### config.mk
export PLATFORM = sky130hd
export DESIGN_NAME = serial_adder_ctrl
export DESIGN_NICKNAME = d
export VERILOG_FILES = /design/src/rtl/serial_adder_ctrl.sv
export SDC_FILE = /design/constraint.sdc
export NUM_CORES = 1
export LEC_CHECK = 0
export ABC_CLOCK_PERIOD_IN_PS = 2300
export BUFFER_PORTS_ARGS = -buffer_cell sky130_fd_sc_hd__buf_2
export CORE_ASPECT_RATIO = 0.7
export CORE_MARGIN = 3
export CORE_UTILIZATION = 38
export DETAILED_ROUTE_END_ITERATION = 16
export PLACE_DENSITY_LB_ADDON = 0.05
export SLEW_MARGIN = 25
export SYNTH_ARGS = -nofsm -noshare
export SYNTH_HDL_FRONTEND = slang
export SYNTH_SLANG_ARGS = --single-unit
### constraint.sdc
create_clock -name clk -period 2.3 [get_ports clk]
set_input_delay 0.575 -clock clk [delete_from_list [all_inputs] [get_ports clk]]
set_output_delay 0.575 -clock clk [all_outputs]
set_load 0.01 [all_outputs]
### src/rtl/serial_adder_ctrl.sv
// serial_adder_ctrl: adds two WIDTH-bit operands LSB-first through one full-adder cell,
// one bit per cycle, with a start/busy/done handshake and registered results.
module serial_adder_ctrl #(
    parameter int WIDTH = 8,
    localparam int CNT_W = $clog2(WIDTH + 1)
) (
    input  logic             clk,
    input  logic             rst_n,
    input  logic             start,
    input  logic [WIDTH-1:0] a,
    input  logic [WIDTH-1:0] b,
    input  logic             cin,
    output logic             busy,
    output logic             done,
    output logic [WIDTH-1:0] sum,
    output logic             cout
);
    typedef enum logic [1:0] {IDLE, RUN, DONE} state_t;
    state_t           state_q;
    logic [WIDTH-1:0] op_a_q, op_b_q, acc_q, sum_q, acc_d;
    logic [CNT_W-1:0] cnt_q;
    logic             carry_q, cout_q, busy_q, done_q, h_d, s_d, c_d;

    // Two half adders plus an OR; the new sum bit enters acc from the top.
    always_comb begin
        h_d   = op_a_q[0] ^ op_b_q[0];
        s_d   = h_d ^ carry_q;
        c_d   = (op_a_q[0] & op_b_q[0]) | (carry_q & h_d);
        acc_d = WIDTH'({s_d, acc_q} >> 1);
    end

    always_ff @(posedge clk or negedge rst_n) begin
        if (!rst_n) begin
            state_q <= IDLE;
            op_a_q  <= '0;
            op_b_q  <= '0;
            acc_q   <= '0;
            sum_q   <= '0;
            cnt_q   <= '0;
            carry_q <= 1'b0;
            cout_q  <= 1'b0;
            busy_q  <= 1'b0;
            done_q  <= 1'b0;
        end else begin
            case (state_q)
                IDLE: if (start) begin
                    op_a_q  <= a;
                    op_b_q  <= b;
                    carry_q <= cin;
                    acc_q   <= '0;
                    cnt_q   <= '0;
                    busy_q  <= 1'b1;
                    state_q <= RUN;
                end
                RUN: begin
                    op_a_q  <= op_a_q >> 1;
                    op_b_q  <= op_b_q >> 1;
                    acc_q   <= acc_d;
                    carry_q <= c_d;
                    cnt_q   <= cnt_q + CNT_W'(1);
                    // Results load with the last bit so they are valid throughout DONE.
                    if (cnt_q == CNT_W'(WIDTH - 1)) begin
                        sum_q   <= acc_d;
                        cout_q  <= c_d;
                        done_q  <= 1'b1;
                        state_q <= DONE;
                    end
                end
                DONE: begin
                    done_q  <= 1'b0;
                    busy_q  <= 1'b0;
                    state_q <= IDLE;
                end
                default: state_q <= IDLE;
            endcase
        end
    end

    assign busy = busy_q;
    assign done = done_q;
    assign sum  = sum_q;
    assign cout = cout_q;
endmodule
=== Yosys cells after proc, flatten, opt, wreduce, memory -nomap -nowiden ===
Index checks and enable logic that the tools add are counted.

* Eq/ne operators: 5
* Reductions and logical operators: 9
* Muxes and demuxes: 17
* $add $sub $neg: 1
* Bitwise logic cells: 5
* $lt $le $gt $ge: 0
* Multiply operators: 0
* Shift-type cells: 0
* Div/mod/pow operators: 0

{| class="wikitable"
|+ Operators with widths
! kind !! count
|-
| $pmux W8 S2 || 3
|-
| $mux W8 || 3
|-
| $reduce_and A2 Y1 || 5
|-
| $pmux W4 S2 || 1
|-
| $pmux W1 S2 || 3
|-
| $reduce_bool A2 Y1 || 3
|-
| $add A4 B1 Y4 const B || 1
|-
| $eq A4 B3 Y1 const B || 1
|-
| $mux W2 || 2
|-
| $mux W4 || 1
|-
| $ne A2 B2 Y1 const B || 2
|-
| $pmux W2 S2 || 1
|-
| $mux W1 || 3
|-
| $and A1 B1 Y1 || 2
|-
| $eq A2 B1 Y1 const B || 1
|-
| $eq A2 B2 Y1 const B || 1
|-
| $logic_not A2 Y1 || 1
|-
| $xor A1 B1 Y1 || 2
|-
| $or A1 B1 Y1 || 1
|}

* Memories kept: 0
* Memory bits (read-only): 0
* Bits in registers: 42
* RAM bits: 0
* Bits in latches: 0
* Input port bits: 20

=== Longest topological paths before layout ===
Gate-level depths: netlist (run 1).

* Word-level depth: 4
* Mapped depth: 5
* Depth with buffers taken out: 4

=== Worst setup path before layout (run 1) ===
Ideal clock, no wire load.

* Path kind: register -> register
* Start point: register state_q[1]
* End point: register cout_q (netlist: cout)
* Setup time: 125 ps
* Period minus slack after synthesis: 1466 ps
* Data arrival time: 1341 ps
* Slack: 834 ps
* Stages on the path, launching flop included: 6
* Cells stage by stage: dfrtp_1 -> nand2b_1 -> buf_6 -> nor3_4 -> buf_6 -> mux2_2

* Cells in the longest elaborated chain, start to end: 2

{| class="wikitable"
|+ Ends and longest elaborated chain
! item !! RTL line !! RTL
|-
| start, declared || 19 || <nowiki>state_t state_q;</nowiki>
|-
| start signal, assigned || 34 || <nowiki>state_q <= IDLE;</nowiki>
|-
| start signal, assigned || 53 || <nowiki>state_q <= RUN;</nowiki>
|-
| start signal, assigned || 66 || <nowiki>state_q <= DONE;</nowiki>
|-
| $eq A2 B1 Y1 || 45 || <nowiki>case (state_q)</nowiki>
|-
| $reduce_and A2 Y1 (no source line) || -- ||
|-
| end signal, assigned || 41 || <nowiki>cout_q <= 1'b0;</nowiki>
|-
| end signal, assigned || 64 || <nowiki>cout_q <= c_d;</nowiki>
|-
| end, declared || 22 || <nowiki>logic carry_q, cout_q, busy_q, done_q, h_d, s_d, c_d;</nowiki>
|}

No other way between the ends.
A chain may end at the register's enable or synchronous reset.

=== Worst setup path after layout (run 1) ===
* Start point: register state_q[1]
* End point: register sum_q[2] (netlist: sum[2])

* Cells in the longest elaborated chain, start to end: 2

{| class="wikitable"
|+ Ends and longest elaborated chain
! item !! RTL line !! RTL
|-
| $eq A2 B1 Y1 || 45 ||
|-
| $reduce_and A2 Y1 (no source line) || -- ||
|-
| end signal, assigned || 38 || <nowiki>sum_q <= '0;</nowiki>
|-
| end signal, assigned || 63 || <nowiki>sum_q <= acc_d;</nowiki>
|-
| end, declared || 20 || <nowiki>logic [WIDTH-1:0] op_a_q, op_b_q, acc_q, sum_q, acc_d;</nowiki>
|}

No other way between the ends.

==> results.md, run 1 <==
- Clock skew: slightly above 0.008 ns
- Die Footprint: around 5400 µm²
- CTS tree: done
- Clk sink count: 41
- Antenna violations before repair: 0
- Max cap viols: 0
- Crit path from: state_q[1]
- Synthesized Nets: between 150 and 200
- Cell area after synthesis: about 1700 µm²
- Worst r2r src: state_q[1]
- Drt drc: 0
- GR Util All Layers: 14.47%
- Sequential area share after synthesis: between 50% and 60%
- Initial core utilization: between 40% and 50%
- Final hold vios: 0
- Grt total ovfl: 0
- Warnings from Yosys: 0
- Clk slew on worst S/H paths: ~0.08 ns
- Gpl congestion: about 0.7
- Final setup TNS: 0 ns
- Mean Syn Cell Area: around 11 µm²
- Max Freq: between 0.5 and 0.6 GHz
- Number of placement rows: 19
- Commonest non-fill, non-tap cells in the layout: 41 x dfrtp_1, 35 x nand2_1, 30 x buf_2
- Cells after Synth: 159
- Critical Path End Type: flip-flop
- Die X: between 80 and 90 µm
- Routed Antenna Nets: 0
- Critical-path cell list: nand2b_1 -> nor3_4 -> mux2_2
- Vias per cell: approximately 5.1
- Peak supply drop: ~0.00056 V
- Vias in the first global route: 1300
- Die Ht: approximately 62 µm
- Slew margin rel.: a little over three fifths
- Clock Tree Buf Depth: 2
- Fin. max-slew vios: 0
- Worst skew pair latency: between 0.2 and 0.3 ns
- Fin crit share: between 70% and 80%
- Fin nets: roughly 210
- Clock root buffer: clkbuf_8
- RR Endpoint: sum[2]
- Reg-to-reg setup timing slack: around 0.63 ns
- First-pass GRT wire length: roughly 6100 µm
- Share of layout cells above drive strength 1: 27.98%
- Post-synth cell types: 24
- Worst endpoint required time: 2.47 ns
- Crit path DAT: about 1.8 ns
- Top post-synthesis cells by area: dfrtp_1 59%, nand2_1 7.6%, nand3_1 6.1%, mux2_2 5.9%, a22oi_1 4.8%
- CTS buffer count: 5
- Pin count of the biggest net entering global routing: 42
- Total Routed Length: approximately 3500 µm
- Worst slew pin tran: around 0.56 ns
- CP peak stage delay: 0.50 ns
- Post-cts resize count: 0
- Status: finished, final reports clean
- CP Launch Type: flip-flop
- DR WL/cell: 14.21 µm
- Post-synth top area share: 59.42%
- Critical path class: reg2reg
- Unrepaired setup endpoints after global routing: false
- Buffers added on ports: 30
- I/O pin count: 31
- Commonest non-fill, non-tap cell in the layout: dfrtp_1
- Via count: about 1300
- Hold WS: between 0.3 and 0.4 ns
- Number of fill cells: ~410
- Drt pass-1 iters: 4
- #FFs+latches synth: 41
- Final min period: 1.668 ns
- Pwr/cell area: about 1300 nW/µm²
- Core box area: 4136 µm²
- 1st-iter DRT viols: 75
- Area Growth Syn to Fin: 16.23%
- CP max stage cell: nor3_4
- Hpwl dp: 2252 µm
- Area leader, netlist: dfrtp_1
- P_leak: between 1 and 1.5 nW
- # setup viols final: 0
- Antenna diode count: 0
- Post-CTS Setup Inserts: 0
- CP Max Fanout: 11
- Hold buffer count at CTS: 0
- CP endpoint: sum[2]
- Min-delay worst type: in2async
- H-tree depth: 2
- R2R depth: 3
[routing by layer]
layer | global-route usage (%) | vias to the layer above | routed length, µm
li1 | - | 611 | -
met1 | 19.29 | 606 | 1658
met2 | 22.23 | 33 | 1596
met3 | 3.953 | 7 | 172
met4 | 5.837 | 0 | 54
met5 | 0 | - | 0
[per-stage QoR]
step	setup slack, ns	power, mW	util [%]	instance area, µm²	std cells
finish	0.6317	2.669	48.52	2007	245
global route	0.5445	2.907	48.52	2007	245
CTS	0.5973	2.717	48.52	2007	245
detailed placement	0.6238	2.260	46.52	1924	237
global placement	0.6752	2.211	46.52	1924	237
floorplan	0.8339	1.945	-	1727	159
[worst max-delay path, delay by kind of cell, from the launching register on]
family | cells | cell delay (ns)
flops | 1 | 0.44
simple gates | 2 | 0.72
mux | 1 | 0.40
[where the power goes]
part	total [mW]	internal [mW]	switching, mW	leakage, nW
Combinational	0.981	0.438	0.543	0.465
Clock	0.449	0.210	0.239	0.0450
Sequential	1.24	1.04	0.199	0.512
[flip-flops by register name (all words and copies together), names as in the netlist, 2 cells and up]
name,cells
state_q,2
cnt_q,4
op_b_q,8
sum,8
acc_q,7
op_a_q,8
[final cells by class]
cell class / instances / area (µm²) / area share (%)
clock inverters: 2 / 10.01 / 0.4988
repair buffers: 36 / 195.2 / 9.726
multi-input cells: 107 / 634.4 / 31.61
flip-flops and latches: 41 / 1026 / 51.12
well taps: 52 / 65.06 / 3.242
clock buffers: 6 / 72.57 / 3.616
inverters: 1 / 3.754 / 0.1870
[cells in the mapped netlist]
| master | number |
|---|---|
| a21o_1 | 2 |
| a21oi_1 | 2 |
| a22oi_1 | 11 |
| buf_2 | 8 |
| buf_6 | 2 |
| dfrtp_1 | 41 |
| fa_1 | 1 |
| ha_1 | 1 |
| inv_1 | 1 |
| mux2_2 | 9 |
| mux2i_1 | 1 |
| nand2_1 | 35 |
| nand2b_1 | 1 |
| nand3_1 | 21 |
| nand4_1 | 1 |
| nor2_1 | 9 |
| nor2b_1 | 1 |
| nor3_4 | 1 |
| nor3b_1 | 2 |
| o21ai_0 | 2 |
| o21ba_2 | 1 |
| o22ai_1 | 4 |
| or3b_1 | 1 |
| xnor2_1 | 1 |
[worst min path at each step]
stage	depth (start not counted)	slack [ns]	endpoint	startpoint
floorplan	0	0.28	acc_q[1]	rst_n
global placement	1	0.47	done	done
detailed placement	1	0.47	done	done
CTS	2	0.36	sum[3]	rst_n
global route	2	0.39	sum[4]	rst_n
finish	2	0.34	sum[3]	rst_n
[logic make-up (layout without fill, tap and decap cells)]
kind of cell,after synthesis,count (layout),share of synthesized area (%)
muxes,10,10,6.449
AOI/OAI and AO/OA,22,22,8.840
DFF,41,41,59.42
and+or+nand+nor,72,72,19.06
buffers and inverters,11,45,3.840
xor gates and xnor gates,1,1,0.5073
adders and majority gates,2,2,1.884
Power figures use the tool's default switching activity.
==> inputs of run 2 (changes only) <==
ABC_CLOCK_PERIOD_IN_PS = 1700   (was 2300)
clock period = 1.7 ns   (was 2.3 ns; I/O delays follow)
==> run 2 against run 1 <==
  * Worst setup slack worse by 0.45 ns
  * Non-clock buffer count is 3 higher
  * Sequential cell count unchanged
  * Critical path depth up 2
  * Combinational power is 40% higher
  * Worst hold slack worse by 0.26 ns
  * Critical path type unchanged
  * Critical endpoint unchanged
==> results.md, run 2 (synthesized netlist as in run 1, its figures left out) <==
- Status: finished, final reports clean (unchanged)
- Unrepaired setup endpoints after global routing: false (unchanged)
- Cell family with most CP delay: flip-flops (was simple AND/OR/NAND/NOR gates)
- Slew margin rel.: 70.75% (was 62.85%)
- Fin crit share: 89.40% (was 72.53%)
- GR peak layer: met2 (unchanged)
- Pwr/cell area: 1778 nW/µm² (was 1330 nW/µm²)
- Post-cts resize count: 0 (unchanged)
- Switch share: 36.79% (was 36.74%)
- I/O pin count: 31 (unchanged)
- P_sw: 1.330 mW (was 0.9808 mW)
- Clk slew on worst S/H paths: 0.07 ns (was 0.08 ns)
- CTS tree: done (unchanged)
- Final min period: 1.520 ns (was 1.668 ns)
- P_leak: 1.038 nW (was 1.022 nW)
- Vias per cell: 5.203 (was 5.131)
- Max Freq: 0.6580 GHz (was 0.5994 GHz)
- GRT met1 Usage: 18.90% (was 19.29%)
- Gpl congestion: 0.6956 (was 0.7050)
- Flop pwr share: 46.4% (about the same)
- Clock root buffer: clkbuf_8 (unchanged)
- Die X: 86.57 µm (unchanged)
- Die Ht: 62.40 µm (unchanged)
- Antenna violations before repair: 0 (unchanged)
- Fin. max-slew vios: 0 (unchanged)
- CP peak stage delay: 0.39 ns (was 0.50 ns)
- Int Pwr: 2.285 mW (was 1.689 mW)
- Hpwl dp: 2460 µm (was 2252 µm)
- Min-delay worst type: in2async (unchanged)
- Reg-to-reg setup timing slack: 0.18 ns (was 0.63 ns)
- Pin count of the biggest net entering global routing: 28 (was 42)
- Fin nets: 217 (was 214)
- Antenna diode count: 0 (unchanged)
- GR Util All Layers: 14.58% (was 14.47%)
- Clk sink count: 41 (unchanged)
- First-pass GRT wire length: 6168 µm (was 6099 µm)
- Grt met2 use: 23.28% (was 22.23%)
- Core box area: 4136 µm² (unchanged)
- Buffers added on ports: 30 (unchanged)
- Comb pwr share: 37.8% (was 36.7%)
- # setup viols final: 0 (unchanged)
- Post-Place Setup Slack: 0.1857 ns (was 0.6238 ns)
- Initial core utilization: 41.74% (unchanged)
- Commonest non-fill, non-tap cells in the layout: 41 x dfrtp_1, 35 x nand2_1, 30 x buf_2 (unchanged)
- Critical-path cell list: ha_1 -> nand2_1 -> nor3_4 -> buf_4 -> mux2_2 (was nand2b_1 -> nor3_4 -> mux2_2)
- Drt drc: 0 (unchanged)
- Total Routed Length: 3568 µm (was 3481 µm)
- CP max stage cell: dfrtp_1 (was nor3_4)
- M3 GR Usage: 4.084% (was 3.953%)
- 1st-iter DRT viols: 51 (was 75)
- Hold buffer count at CTS: 0 (unchanged)
- Peak supply drop: 0.0007107 V (was 0.0005576 V)
- CP Max Fanout: 6 (was 11)
- Critical path class: reg2reg (unchanged)
- Final setup TNS: 0 ns (unchanged)
- CP bufs+invs: 1 (was 0)
- Worst slew pin tran: 0.4387 ns (was 0.5555 ns)
- Crit path DAT: 1.69 ns (was 1.84 ns)
- Commonest non-fill, non-tap cell in the layout: dfrtp_1 (unchanged)
- CP Launch Type: flip-flop (unchanged)
- Critical Path End Type: flip-flop (unchanged)
- Final worst slack: 0.1802 ns (was 0.6317 ns)
- Number of placement rows: 19 (unchanged)
- Drt pass-1 iters: 6 (was 4)
- Clock Tree Buf Depth: 2 (unchanged)
- Tot Pwr: 3.614 mW (was 2.669 mW)
- Area Growth Syn to Fin: 17.75% (was 16.23%)
- Grt total ovfl: 0 (unchanged)
- CTS buffer count: 5 (unchanged)
- Clock skew: 0.005871 ns (was 0.008118 ns)
- Clock Power Share: 15.8% (was 16.8%)
- Final hold vios: 0 (unchanged)
- DR WL/cell: 14.50 µm (was 14.21 µm)
- Number of fill cells: 394 (was 413)
- Die Footprint: 5401 µm² (unchanged)
- H-tree depth: 2 (unchanged)
- Worst skew pair latency: 0.28 ns (was 0.29 ns)
- Share of layout cells above drive strength 1: 28.87% (was 27.98%)
- Via count: 1280 (was 1257)
- Worst endpoint required time: 1.87 ns (was 2.47 ns)
- Vias in the first global route: 1313 (was 1300)
- Post-CTS Setup Inserts: 0 (unchanged)
- Routed Antenna Nets: 0 (unchanged)
- Max cap viols: 0 (unchanged)
-- run 2: worst reg2reg max path, cell delays in order, from the launching register on --
cell and delay [ns]:
dfrtp_1 0.39, ha_1 0.19, nand2_1 0.11, nor3_4 0.19, buf_4 0.20, mux2_2 0.34
-- run 2: cell type report --
cell class                      count  area, µm²  area share (%)
Multi-Input combinational cell    107      634.4           31.20
Sequential cell                    41       1026           50.46
Tap cell                           52      65.06           3.200
Clock inverter                      1      5.005          0.2462
Clock buffer                        5      68.82           3.385
Timing Repair Buffer               39      230.2           11.32
Inverter                            1      3.754          0.1846
-- run 2: power groups by stage --
stage / Clock (mW) / Combinational (mW) / Sequential [mW]
after detailed placement: 0 / 1.38 / 1.70
after floorplan: 0 / 0.936 / 1.70
after global placement: 0 / 1.34 / 1.68
after global routing: 0.636 / 1.55 / 1.74
after CTS: 0.601 / 1.38 / 1.68
final: 0.571 / 1.37 / 1.68
-- run 2: final timing paths --
check                               from   endpoint  cells past startpoint
worst max register to register  cnt_q[0]     sum[2]                      5
min in group clk                    b[7]  op_b_q[7]                      3
worst min register to register      done       done                      1
worst min-delay path               rst_n   acc_q[2]                      1
max in group asynchronous          rst_n  op_b_q[3]                      2
worst max-delay path            cnt_q[0]     sum[2]                      5
-- run 2: routing by layer --
layer  wire (µm)  part of all wire, %
met4          42                  1.2
met2        1764                   49
met3         171                  4.8
met5           0                    0
met1        1589                   45
-- run 2: through the flow --
| step | hold slack [ns] | utilization (%) | area [µm²] | cells |
|---|---|---|---|---|
| final | 0.07807 | 49.15 | 2033 | 246 |
| after global routing | 0.09599 | 49.15 | 2033 | 246 |
| after CTS | 0.08674 | 49.15 | 2033 | 246 |
| after detailed placement | 0.3978 | 47.37 | 1959 | 240 |
| after global placement | 0.3788 | 47.37 | 1959 | 240 |
| after floorplan | 0.1294 | - | 1727 | 159 |
